File: config.mk
export PLATFORM = sky130hd
export DESIGN_NAME = mem_port_arbiter
export DESIGN_NICKNAME = d
export VERILOG_FILES = /design/src/rtl/mips_mem_pkg.sv /design/src/rtl/starve_counter.sv /design/src/rtl/mem_port_arbiter.sv
export SDC_FILE = /design/constraint.sdc
export NUM_CORES = 1
export LEC_CHECK = 0
export BUFFER_PORTS_ARGS = -buffer_cell sky130_fd_sc_hd__buf_2
export CAP_MARGIN = 20
export CELL_PAD_IN_SITES_DETAIL_PLACEMENT = 0
export CELL_PAD_IN_SITES_GLOBAL_PLACEMENT = 2
export CORE_MARGIN = 2
export CORE_UTILIZATION = 13
export CTS_CLUSTER_DIAMETER = 40
export DETAILED_ROUTE_END_ITERATION = 7
export PLACE_DENSITY = 0.95
export SLEW_MARGIN = 20
export SYNTH_ARGS = -nofsm -noshare
export SYNTH_HDL_FRONTEND = slang
export SYNTH_SLANG_ARGS = --single-unit
File: constraint.sdc
create_clock -name clk1 -period 2.12 [get_ports clk1]
set_input_delay 0.106 -clock clk1 [delete_from_list [all_inputs] [get_ports clk1]]
set_output_delay 0.106 -clock clk1 [all_outputs]
set_load 0.05 [all_outputs]
File: src/rtl/mips_mem_pkg.sv
// Shared widths and encodings for the unified instruction/data memory port.
package mips_mem_pkg;

  localparam int ADDR_W_DEF = 10;
  localparam int DATA_W_DEF = 32;

  typedef enum logic {
    MODE_RUN,
    MODE_LOAD
  } mode_e;

  typedef enum logic [1:0] {
    SEL_NONE,
    SEL_IF,
    SEL_DM,
    SEL_LD
  } port_sel_e;

endpackage

File: src/rtl/starve_counter.sv
// Counts consecutive cycles the fetch port loses to the data port; saturates at STARVE_MAX.
module starve_counter #(
  parameter int STARVE_MAX = 4
) (
  input  logic clk1,
  input  logic rst,
  input  logic i_inc,
  input  logic i_clr,
  output logic o_at_max
);

  localparam logic [3:0] CNT_MAX = 4'(STARVE_MAX);

  logic [3:0] r_cnt;

  always_ff @(posedge clk1 or posedge rst) begin
    if (rst) begin
      r_cnt <= '0;
    end else if (i_clr) begin
      r_cnt <= '0;
    end else if (i_inc && (r_cnt != CNT_MAX)) begin
      r_cnt <= r_cnt + 4'd1;
    end
  end

  assign o_at_max = (r_cnt == CNT_MAX);

endmodule

File: src/rtl/mem_port_arbiter.sv
// Shares the single-ported unified memory between fetch, data access and the halted-core loader.
//   mode      | meaning
//   MODE_RUN  | IF and DM compete, DM first unless IF has starved STARVE_MAX cycles
//   MODE_LOAD | core halted, only the loader is served
module mem_port_arbiter
  import mips_mem_pkg::*;
#(
  parameter int ADDR_W     = ADDR_W_DEF,
  parameter int DATA_W     = DATA_W_DEF,
  parameter int STARVE_MAX = 4
) (
  input  logic              clk1,
  input  logic              rst,
  input  logic              halted,
  input  logic              if_req,
  input  logic [ADDR_W-1:0] if_addr,
  output logic              if_gnt,
  output logic              if_rvalid,
  output logic [DATA_W-1:0] if_rdata,
  input  logic              dm_req,
  input  logic              dm_we,
  input  logic [ADDR_W-1:0] dm_addr,
  input  logic [DATA_W-1:0] dm_wdata,
  output logic              dm_gnt,
  output logic              dm_rvalid,
  output logic [DATA_W-1:0] dm_rdata,
  input  logic              ld_req,
  input  logic              ld_we,
  input  logic [ADDR_W-1:0] ld_addr,
  input  logic [DATA_W-1:0] ld_wdata,
  output logic              ld_gnt,
  output logic              ld_rvalid,
  output logic [DATA_W-1:0] ld_rdata,
  output logic              mem_en,
  output logic              mem_we,
  output logic [ADDR_W-1:0] mem_addr,
  output logic [DATA_W-1:0] mem_wdata,
  input  logic [DATA_W-1:0] mem_rdata
);

  mode_e     r_mode;
  mode_e     w_mode_nxt;
  port_sel_e w_sel;
  logic      w_starve_max;
  logic      r_if_rvalid;
  logic      r_dm_rvalid;
  logic      r_ld_rvalid;

  always_ff @(posedge clk1 or posedge rst) begin
    if (rst) begin
      r_mode <= MODE_RUN;
    end else begin
      r_mode <= w_mode_nxt;
    end
  end

  // Leaving RUN only in an idle cycle keeps a read from being granted as LOAD begins.
  always_comb begin
    w_mode_nxt = r_mode;
    w_sel      = SEL_NONE;
    if (!rst) begin
      case (r_mode)
        MODE_RUN: begin
          if (dm_req && !(if_req && w_starve_max)) begin
            w_sel = SEL_DM;
          end else if (if_req) begin
            w_sel = SEL_IF;
          end
          if (halted && (w_sel == SEL_NONE)) begin
            w_mode_nxt = MODE_LOAD;
          end
        end
        MODE_LOAD: begin
          if (ld_req) begin
            w_sel = SEL_LD;
          end
          if (!halted && !ld_req) begin
            w_mode_nxt = MODE_RUN;
          end
        end
        default: w_mode_nxt = MODE_RUN;
      endcase
    end
  end

  assign if_gnt = (w_sel == SEL_IF);
  assign dm_gnt = (w_sel == SEL_DM);
  assign ld_gnt = (w_sel == SEL_LD);

  always_comb begin
    mem_en    = 1'b0;
    mem_we    = 1'b0;
    mem_addr  = '0;
    mem_wdata = '0;
    case (w_sel)
      SEL_IF: begin
        mem_en   = 1'b1;
        mem_addr = if_addr;
      end
      SEL_DM: begin
        mem_en    = 1'b1;
        mem_we    = dm_we;
        mem_addr  = dm_addr;
        mem_wdata = dm_wdata;
      end
      SEL_LD: begin
        mem_en    = 1'b1;
        mem_we    = ld_we;
        mem_addr  = ld_addr;
        mem_wdata = ld_wdata;
      end
      default: ;
    endcase
  end

  starve_counter #(
    .STARVE_MAX(STARVE_MAX)
  ) u_starve (
    .clk1    (clk1),
    .rst     (rst),
    .i_inc   (if_req && dm_gnt),
    .i_clr   (if_gnt || !if_req),
    .o_at_max(w_starve_max)
  );

  always_ff @(posedge clk1 or posedge rst) begin
    if (rst) begin
      r_if_rvalid <= 1'b0;
      r_dm_rvalid <= 1'b0;
      r_ld_rvalid <= 1'b0;
    end else begin
      r_if_rvalid <= if_gnt;
      r_dm_rvalid <= dm_gnt && !dm_we;
      r_ld_rvalid <= ld_gnt && !ld_we;
    end
  end

  assign if_rvalid = r_if_rvalid;
  assign dm_rvalid = r_dm_rvalid;
  assign ld_rvalid = r_ld_rvalid;
  assign if_rdata  = mem_rdata;
  assign dm_rdata  = mem_rdata;
  assign ld_rdata  = mem_rdata;

endmodule
# ---- Word-level counts from Yosys, hierarchy flattened
# Cells that the tools add are included.
dict set report op_classes {
  add_sub_neg 1
  eq_ne 5
  mux 16
  bitwise 1
  reduce_logical 18
}
# operator count
set op_table {}
lappend op_table {{$pmux 32 s2} 1}
lappend op_table {{$pmux 10 s3} 1}
lappend op_table {{$mux 2} 5}
lappend op_table {{$logic_and 1x1->1} 8}
lappend op_table {{$mux 4} 2}
lappend op_table {{$logic_not 1->1} 6}
lappend op_table {{$add 4x1->4 const B} 1}
lappend op_table {{$eq 2x2->1 const B} 2}
lappend op_table {{$eq 4x3->1 const B} 1}
lappend op_table {{$mux 1} 4}
lappend op_table {{$ne 4x3->1 const B} 1}
lappend op_table {{$pmux 1 s2} 2}
lappend op_table {{$pmux 2 s2} 1}
lappend op_table {{$reduce_or 3->1} 1}
lappend op_table {{$eq 2x1->1 const B} 1}
lappend op_table {{$logic_not 2->1} 1}
lappend op_table {{$reduce_bool 2->1} 1}
lappend op_table {{$logic_or 1x1->1} 1}
lappend op_table {{$not 1->1} 1}
dict set report totals {
  register_bits 8
  inputBits 134
  out_inout_bits 146
  elab_cells 46
}

# ---- Longest topological paths before layout
# Gate-level depths: netlist of run 1.
dict set report depth {
  depth_word 14
  depth_mapped 7
  mapped_depth_nobuf 5
}

# ---- By module
# Synthesis of run 1 repeated with hierarchy kept, for this count alone.
dict set report hier_totals {
  cells_unflattened 207
  area_unflattened_um2 1684.1
}
# mod instances cells_per_inst area_per_inst_um2 seq_area_each_um2
set by_module_without_submodules {}
lappend by_module_without_submodules {mem_port_arbiter 1 182 1446.4 100.1}
lappend by_module_without_submodules {starve_counter 1 25 237.7 100.1}

# ---- Worst setup path before layout of run 1
# Ideal clock, no wire load.
dict set report synth_path {
  path_kind {register to register}
  start {reg u_starve.r_cnt[0]}
  end {reg r_if_rvalid, in the netlist if_rvalid}
  setup_ns 0.245
  arrival_time_ns 2.192
  required_ns 1.875
  setup_slack_ns -0.317
  path_stages_with_launch 7
  n_path_buf 1
  period_less_slack_ns 2.437
  path_cell_list {dfrtp_1 inv_1 ha_1 nand4b_1 and2_1 clkbuf_1 nor3_1}
}
dict set report synth_via {
  elab_chain_cells 10
}
# item line_no
set synth_rtl {}
lappend synth_rtl {{start: declaration} starve_counter.sv:14} ;# logic [3:0] r_cnt;
lappend synth_rtl {{start signal: assignment} starve_counter.sv:22} ;# r_cnt <= r_cnt + 4'd1;
lappend synth_rtl {{$eq 4x3->1} starve_counter.sv:26} ;# assign o_at_max = (r_cnt == CNT_MAX);
lappend synth_rtl {{$logic_and 1x1->1} mem_port_arbiter.sv:64} ;# if (dm_req && !(if_req && w_starve_max)) begin
lappend synth_rtl {{$logic_not 1->1} mem_port_arbiter.sv:64}
lappend synth_rtl {{$logic_and 1x1->1} mem_port_arbiter.sv:64}
lappend synth_rtl {{$mux 2} mem_port_arbiter.sv:64}
lappend synth_rtl {{$mux 2} mem_port_arbiter.sv:62} ;# case (r_mode)
lappend synth_rtl {{$mux 2} mem_port_arbiter.sv:61} ;# if (!rst) begin
lappend synth_rtl {{$pmux 2 s2} mem_port_arbiter.sv:62}
lappend synth_rtl {{$mux 2} mem_port_arbiter.sv:61}
lappend synth_rtl {{$eq 2x1->1} mem_port_arbiter.sv:86} ;# assign if_gnt = (w_sel == SEL_IF);
lappend synth_rtl {{via if_gnt} mem_port_arbiter.sv:17} ;# output logic if_gnt,
lappend synth_rtl {{end signal: assignment} mem_port_arbiter.sv:132} ;# r_if_rvalid <= if_gnt;
lappend synth_rtl {{end: declaration} mem_port_arbiter.sv:45} ;# logic r_if_rvalid;
# The timed path passes the listed nets, and every way through them passes these cells. The select of a mux whose other input is x is not followed.
# A chain may end at the register's enable or synchronous reset.

# ---- Worst setup path after layout of run 1
dict set report layout_path {
  start {reg u_starve.r_cnt[0]}
  end {out mem_wdata[27]}
}
dict set report layout_via {
  elab_chain_cells 11
  word_cells_on_any_way 12
  classes_between {eq/ne: 3; mux: 6; reduce/logical: 3}
}
# item line_no
set layout_rtl {}
lappend layout_rtl {{$eq 4x3->1 *} starve_counter.sv:26}
lappend layout_rtl {{$logic_and 1x1->1 *} mem_port_arbiter.sv:64}
lappend layout_rtl {{$logic_not 1->1 *} mem_port_arbiter.sv:64}
lappend layout_rtl {{$logic_and 1x1->1 *} mem_port_arbiter.sv:64}
lappend layout_rtl {{$mux 2 *} mem_port_arbiter.sv:64}
lappend layout_rtl {{$mux 2 *} mem_port_arbiter.sv:62}
lappend layout_rtl {{$mux 2 *} mem_port_arbiter.sv:61}
lappend layout_rtl {{$pmux 2 s2 *} mem_port_arbiter.sv:62}
lappend layout_rtl {{$mux 2 *} mem_port_arbiter.sv:61}
lappend layout_rtl {{$eq 2x2->1} mem_port_arbiter.sv:95} ;# case (w_sel)
lappend layout_rtl {{$pmux 32 s2 *} mem_port_arbiter.sv:95}
lappend layout_rtl {{end: declaration} mem_port_arbiter.sv:37} ;# output logic [DATA_W-1:0] mem_wdata,
# Every way passes the cells marked *; elsewhere a longest branch is shown, timed or not. The select of a mux whose other input is x is not followed.

==> results of run 1 <==
metrics by stage:
step / worst slack (ps) / total power [uW] / TNS (ps)
2_1_floorplan: 91.5 / 1040 / 0
3_3_place_gp: 205 / 886 / 0
3_5_place_dp: 158 / 888 / 0
4_1_cts: 43.6 / 1220 / 0
5_1_grt: -27.3 / 1250 / -204
6_report: 77.4 / 1200 / 0
power breakdown:
part / internal (uW) / switching, uW
Combinational: 276 / 443
Clock: 243 / 69.6
Sequential: 159 / 9.30
synth_stat cells, drive strengths merged:
cell type / instances
and3: 2
and2: 1
o41ai: 1
inv: 5
nand3b: 1
a21oi: 1
nor4b: 1
buf: 108
o31ai: 1
clkbuf: 5
nor3: 4
or2: 1
o21ai: 2
nor2: 1
a32oi: 1
nand4b: 1
ha: 2
nand2: 23
nand3: 4
a22o: 33
nor2b: 3
nand4: 10
o32ai: 1
nor3b: 1
and3b: 1
dfrtp: 8
o22ai: 1
o211ai: 10
registers in the layout (all words and copies together), names as in the netlist:
name and flops:
r_mode 1, if_rvalid 1, u_starve.r_cnt 4, dm_rvalid 1
ld_rvalid 1
worst max-delay path, cell delays in order, from the launching register on:
cell,delay (ps)
dfrtp_1,420
inv_1,80
ha_1,160
nand4b_1,160
and3_4,230
buf_12,160
a22o_1,310
buf_12,170
metal layers:
metal  up-vias  routed length (um)  global-route usage (%)
met4         0                 198                    3.13
li1        822                   -                       -
met2       135                4310                    20.1
met1       827                2610                    9.96
met5         -                   0                       0
met3        24                 807                    2.55
logic make-up after synthesis:
group | after synthesis | share of synthesized area [%]
simple gates | 54 | 16.1
buf+inv | 118 | 47.6
fa+ha+maj | 2 | 1.41
compound gates | 51 | 23.6
flops | 8 | 11.3
worst max-delay path by stage:
stage                            from             to  slack, ps  cells after the start
detailed placement  u_starve.r_cnt[0]    mem_addr[2]        160                      6
global route        u_starve.r_cnt[0]  mem_wdata[27]        -30                      7
CTS                 u_starve.r_cnt[0]  mem_wdata[11]         40                      7
global placement    u_starve.r_cnt[0]    mem_addr[2]        210                      6
finish              u_starve.r_cnt[0]  mem_wdata[27]         80                      7
floorplan           u_starve.r_cnt[0]    mem_addr[0]         90                      6
cell type report:
type / count / share of cell area (%)
tap: 176 / 9.05
inverter: 5 / 0.771
timing repair buffer: 159 / 48.3
multi-input combinational: 107 / 30.5
clock buffer: 3 / 3.08
sequential: 8 / 8.23
timing repair:
item / 4_1_cts / 5_1_grt
endpoints found under the hold margin: 8 / 0
buffers inserted: 0 / 1
setup endpoints to repair: 11 / 44
hold buffers: 1 / 0
gates resized for setup: 1 / 3
gates cloned: 0 / 0
pin swaps: 0 / 1
==> impl_metrics.env, run 1 <==
export IMPL_ys_seq_area_share_pct=11.3
export IMPL_hold_depth=2
export IMPL_worstHoldStart="dm_we"
export IMPL_path_class="register to output port"
export IMPL_dieWidth_um=121
export IMPL_synth_top_area_share_pct=40.6
export IMPL_drc=0
export IMPL_h_tree_depth=1
export IMPL_postRouteAntennaNets=0
export IMPL_track_usage_pct=10.0
export IMPL_period_share_pct=96.3
export IMPL_io_buffers=151
export IMPL_ff_latch_area_um2=200
export IMPL_antenna_found_initial=0
export IMPL_r2r_slack_ps=620
export IMPL_grt_ovfl_total=0
export IMPL_layout_common_cells="buf_2, a22o_1, buf_12"
export IMPL_yosys_area_top_type="buf_4"
export IMPL_p_leak_uw=0.00116
export IMPL_hpwl_um=6640
export IMPL_fmax_ghz=0.490
export IMPL_multi_input_area_um2=743
export IMPL_clkLatencyLatePin_ps=230
export IMPL_avgRoutedWirePerCell_um=17.3
export IMPL_r2r_cells=4
export IMPL_drive_above_1_share_pct=59.2
export IMPL_maxSlewHeadroom_pct=75.4
export IMPL_yosys_warnings=0
export IMPL_drtIter0Drc=89
export IMPL_final_common_cell="buf_2"
export IMPL_finalNonFillerCells=458
export IMPL_finalSetupViolations=0
export IMPL_cp_start_kind="register"
export IMPL_final_hold_violation_count=0
export IMPL_drv_slew=0
export IMPL_grt_pass1_wl_um=10700
export IMPL_initial_core_util_pct=13.3
export IMPL_synth_distinct_cells=31
export IMPL_cp_required_ps=2010
export IMPL_num_rows=42
export IMPL_clock_path_buffers=2
export IMPL_rr_endpoint="u_starve.r_cnt[3]"
export IMPL_syn_to_final_growth_pct=37.3
export IMPL_ioPinCount=280
export IMPL_synth_avg_cell_area_um2=7.61
export IMPL_cap_violations=0
export IMPL_fillers=1486
export IMPL_power_density_nw_per_um2=493
export IMPL_cts_clk_slew_worst_paths_ps=40
export IMPL_vdd_drop_max_uv=256
export IMPL_hold_path_end="dm_rvalid"
export IMPL_r2r_start="r_mode"
export IMPL_fin_skew_ps=3.20
export IMPL_grt_max_degree=40
export IMPL_viasPerCell=3.95
export IMPL_synth_nets=369
export IMPL_n_antenna_cell=0
export IMPL_path_max_fanout=35
export IMPL_period_needed_ps=2040
export IMPL_chipHeight_um=121
export IMPL_core_um2=13300
export IMPL_dp_cells=453
export IMPL_fin_hold_ws_ps=44.7
export IMPL_dpl_cell_area_um2=2330
export IMPL_cts_sinks=8
export IMPL_gp_congestion=0.803
export IMPL_die_area_um2=14600
export IMPL_ys_seq_elements=8
export IMPL_status="finished, final reports clean"
export IMPL_final_area_um2=2430
export IMPL_wirelength_um=7930
export IMPL_routed_via_count=1808
export IMPL_tightest_slew_ps=369
export IMPL_nets=420
export IMPL_syn_inst=233
export IMPL_cts_inserted_buffers=3
export IMPL_synthTopCellsByArea="buf_4, a22o_1, dfrtp_1, nand2_1, o211ai_1"
export IMPL_end_kind="output port"
export IMPL_hp_class="input pin to register"
export IMPL_final_util_pct=18.3
export IMPL_netlist_area_um2=1770
export IMPL_cp_data_arrival_time_ps=1940
export IMPL_grt_pass1_vias=1789
export IMPL_clock_root_buffer="clkbuf_16"
export IMPL_drt_pass1_iterations=4
export IMPL_cts_tree="done"
Note: power is estimated with default switching activity, not from simulation.
==> inputs of run 2 (changes only) <==
Settings changed: CORE_UTILIZATION 13 to 12, PLACE_DENSITY 0.95 to 0.92, SYNTH_HIERARCHICAL set to 1.
==> run 2 against run 1 <==
Effect of this change: worst setup slack worse by 37 ps; clock power barely moved; count of clock-buffer cells in the layout unchanged; utilization shrank 1.0 points; largest cell class unchanged.
==> impl_metrics.env, run 2 <==
export IMPL_status="finished, final reports clean"
export IMPL_fin_hold_ws_ps=50.1
export IMPL_drtIter0Drc=56
export IMPL_cpLargestDelayFamily="buffers and inverters"
export IMPL_period_share_pct=98.1
export IMPL_drive_above_1_share_pct=67.6
export IMPL_clock_root_buffer="clkbuf_16"
export IMPL_synth_mux_area_share_pct=0
export IMPL_cts_inserted_buffers=3
export IMPL_h_tree_depth=1
export IMPL_syn_inst=207
export IMPL_yosys_area_top_type="buf_4"
export IMPL_cp_required_ps=2010
export IMPL_synth_top_cells_by_count="buf_4, a22o_1, a221o_1"
export IMPL_p_seq_share_pct=14.6
export IMPL_viasPerCell=3.69
export IMPL_antenna_found_initial=0
export IMPL_synth_distinct_cells=26
export IMPL_hold_depth=2
export IMPL_path_depth=9
export IMPL_ioPinCount=280
export IMPL_final_common_cell="buf_2"
export IMPL_combPwrFrac_pct=57.7
export IMPL_crit_chain="inv_2 -> ha_4 -> nand3b_4 -> inv_4 -> nand2b_1 -> and3_1 -> buf_4 -> a221o_1 -> buf_6"
export IMPL_netlist_area_um2=1680
export IMPL_syn_to_final_growth_pct=41.2
export IMPL_synthXorXnorAreaFrac_pct=0
export IMPL_p_leak_uw=0.00123
export IMPL_cts_sinks=8
export IMPL_synth_most_common_cell="buf_4"
export IMPL_cp_data_arrival_time_ps=1970
export IMPL_cap_violations=0
export IMPL_nets=413
export IMPL_final_hold_violation_count=0
export IMPL_synth_top_area_share_pct=43.2
export IMPL_maxSlewHeadroom_pct=76.7
export IMPL_grt_pass1_vias=1550
export IMPL_n_antenna_cell=0
export IMPL_hpwl_um=4480
export IMPL_avgRoutedWirePerCell_um=13.5
export IMPL_cp_num_buf_inv=4
export IMPL_chipHeight_um=122
export IMPL_num_rows=43
export IMPL_path_max_fanout=4
export IMPL_die_area_um2=15000
export IMPL_ys_seq_elements=8
export IMPL_p_int_uw=657
export IMPL_clkPwrFrac_pct=27.7
export IMPL_fmax_ghz=0.481
export IMPL_grt_ovfl_total=0
export IMPL_clock_path_buffers=2
export IMPL_power_switching_uw=465
export IMPL_drt_pass1_iterations=5
export IMPL_yosys_warnings=6
export IMPL_fillers=1522
export IMPL_grt_max_degree=34
export IMPL_layout_common_cells="buf_2, a22o_1, buf_4"
export IMPL_synthArstFlopShare_pct=100
export IMPL_synth_nets=343
export IMPL_grt_pass1_wl_um=7300
export IMPL_drc=0
export IMPL_postRouteAntennaNets=0
export IMPL_yosys_area_share_simple_pct=11.5
export IMPL_synth_top_family_by_area="buffers and inverters"
export IMPL_regMostFlops="u_starve/r_cnt"
export IMPL_critPathSlowestCell="dfrtp_1"
export IMPL_synth_avg_cell_area_um2=8.14
export IMPL_finalSetupViolations=0
export IMPL_dieWidth_um=122
export IMPL_synthAdderAreaFrac_pct=1.49
export IMPL_fin_skew_ps=5.36
export IMPL_initial_core_util_pct=12.2
export IMPL_end_kind="output port"
export IMPL_tightest_slew_ps=349
export IMPL_path_class="register to output port"
export IMPL_ys_seq_area_share_pct=11.9
export IMPL_track_usage_pct=6.36
export IMPL_io_buffers=151
export IMPL_core_um2=13800
export IMPL_gp_congestion=0.736
export IMPL_cts_clk_slew_worst_paths_ps=40
export IMPL_period_needed_ps=2080
export IMPL_cp_start_kind="register"
export IMPL_clkLatencyLatePin_ps=230
export IMPL_r2r_cells=11
export IMPL_rsz0062_at_grt="false"
export IMPL_synthFlopType="dfrtp_1"
export IMPL_power_density_nw_per_um2=472
export IMPL_dpl_cell_area_um2=1950
export IMPL_synth_edf_count=0
export IMPL_drv_slew=0
export IMPL_vdd_drop_max_uv=154
export IMPL_synth_compound_area_share_pct=26.7
export IMPL_synthTopCellsByArea="buf_4, a22o_1, dfrtp_1, a221o_1, and2_1"
export IMPL_wirelength_um=6150
export IMPL_largest_reg_flops=4
export IMPL_final_area_um2=2380
export IMPL_routed_via_count=1680
export IMPL_slowest_delay_ps=380
export IMPL_hp_class="input pin to register"
export IMPL_switching_share_pct=41.4
export IMPL_cts_tree="done"
[run 2: worst paths after layout]
path	from	endpoint	slack [ps]
setup / recovery	u_starve/r_cnt[1]	mem_addr[1]	40
hold / removal	dm_we	dm_rvalid	50
setup reg to reg	u_starve/r_cnt[1]	u_starve/r_cnt[3]	60
hold reg to reg	u_starve/r_cnt[3]	u_starve/r_cnt[3]	570
max in group asynchronous	rst	u_starve/r_cnt[1]	1540
min in group asynchronous	rst	r_mode	400
[run 2: area by class of cell]
cell class	instances	area, um^2	share of cell area, %
clock buffers	3	75.1	3.16
inverters	5	21.3	0.895
multi-input cells	87	698	29.4
flip-flops and latches	8	200	8.42
well taps	180	225	9.47
repair buffers	172	1160	48.7
[run 2: cell families after synthesis]
| family | count (synthesis) |
|---|---|
| DFF | 8 |
| and+or+nand+nor | 32 |
| AOI/OAI and AO/OA | 53 |
| adders and majority gates | 2 |
| buffers and inverters | 112 |
[run 2: timing repair]
| action | CTS | global route |
|---|---|---|
| hold buffers | 1 | 0 |
| setup endpoints to repair | 43 | 28 |
| resized for setup | 10 | 79 |
| buffers inserted | 4 | 9 |
| cloned | 1 | 1 |
| pin swaps | 2 | 6 |
| hold endpoints to repair | 8 | 0 |
[run 2: metrics by stage]
stage	total power, uW	instances	util (%)	setup slack, ps	setup TNS (ps)
after floorplan	1030	207	-	1.79	0
after global placement	725	436	14.2	86.6	0
after detailed placement	730	436	14.2	-19.8	-19.8
after CTS	1070	445	15.5	21.2	0
after global routing	1170	455	17.3	7.47	0
final	1120	455	17.3	40.7	0
[run 2: power by group through the flow]
stage | registers [uW] | logic, uW | clock network (uW)
2_1_floorplan | 171 | 854 | 0
3_3_place_gp | 165 | 560 | 0
3_5_place_dp | 166 | 564 | 0
4_1_cts | 164 | 589 | 316
5_1_grt | 165 | 681 | 324
6_report | 164 | 648 | 311
[run 2: metal layers]
layer	up-vias	GRT usage, %	share of wire, %
met5	-	0	0
met4	0	4.02	2.9
met3	24	1.44	10
met2	116	12.6	53
met1	771	5.69	34
li1	769	-	-
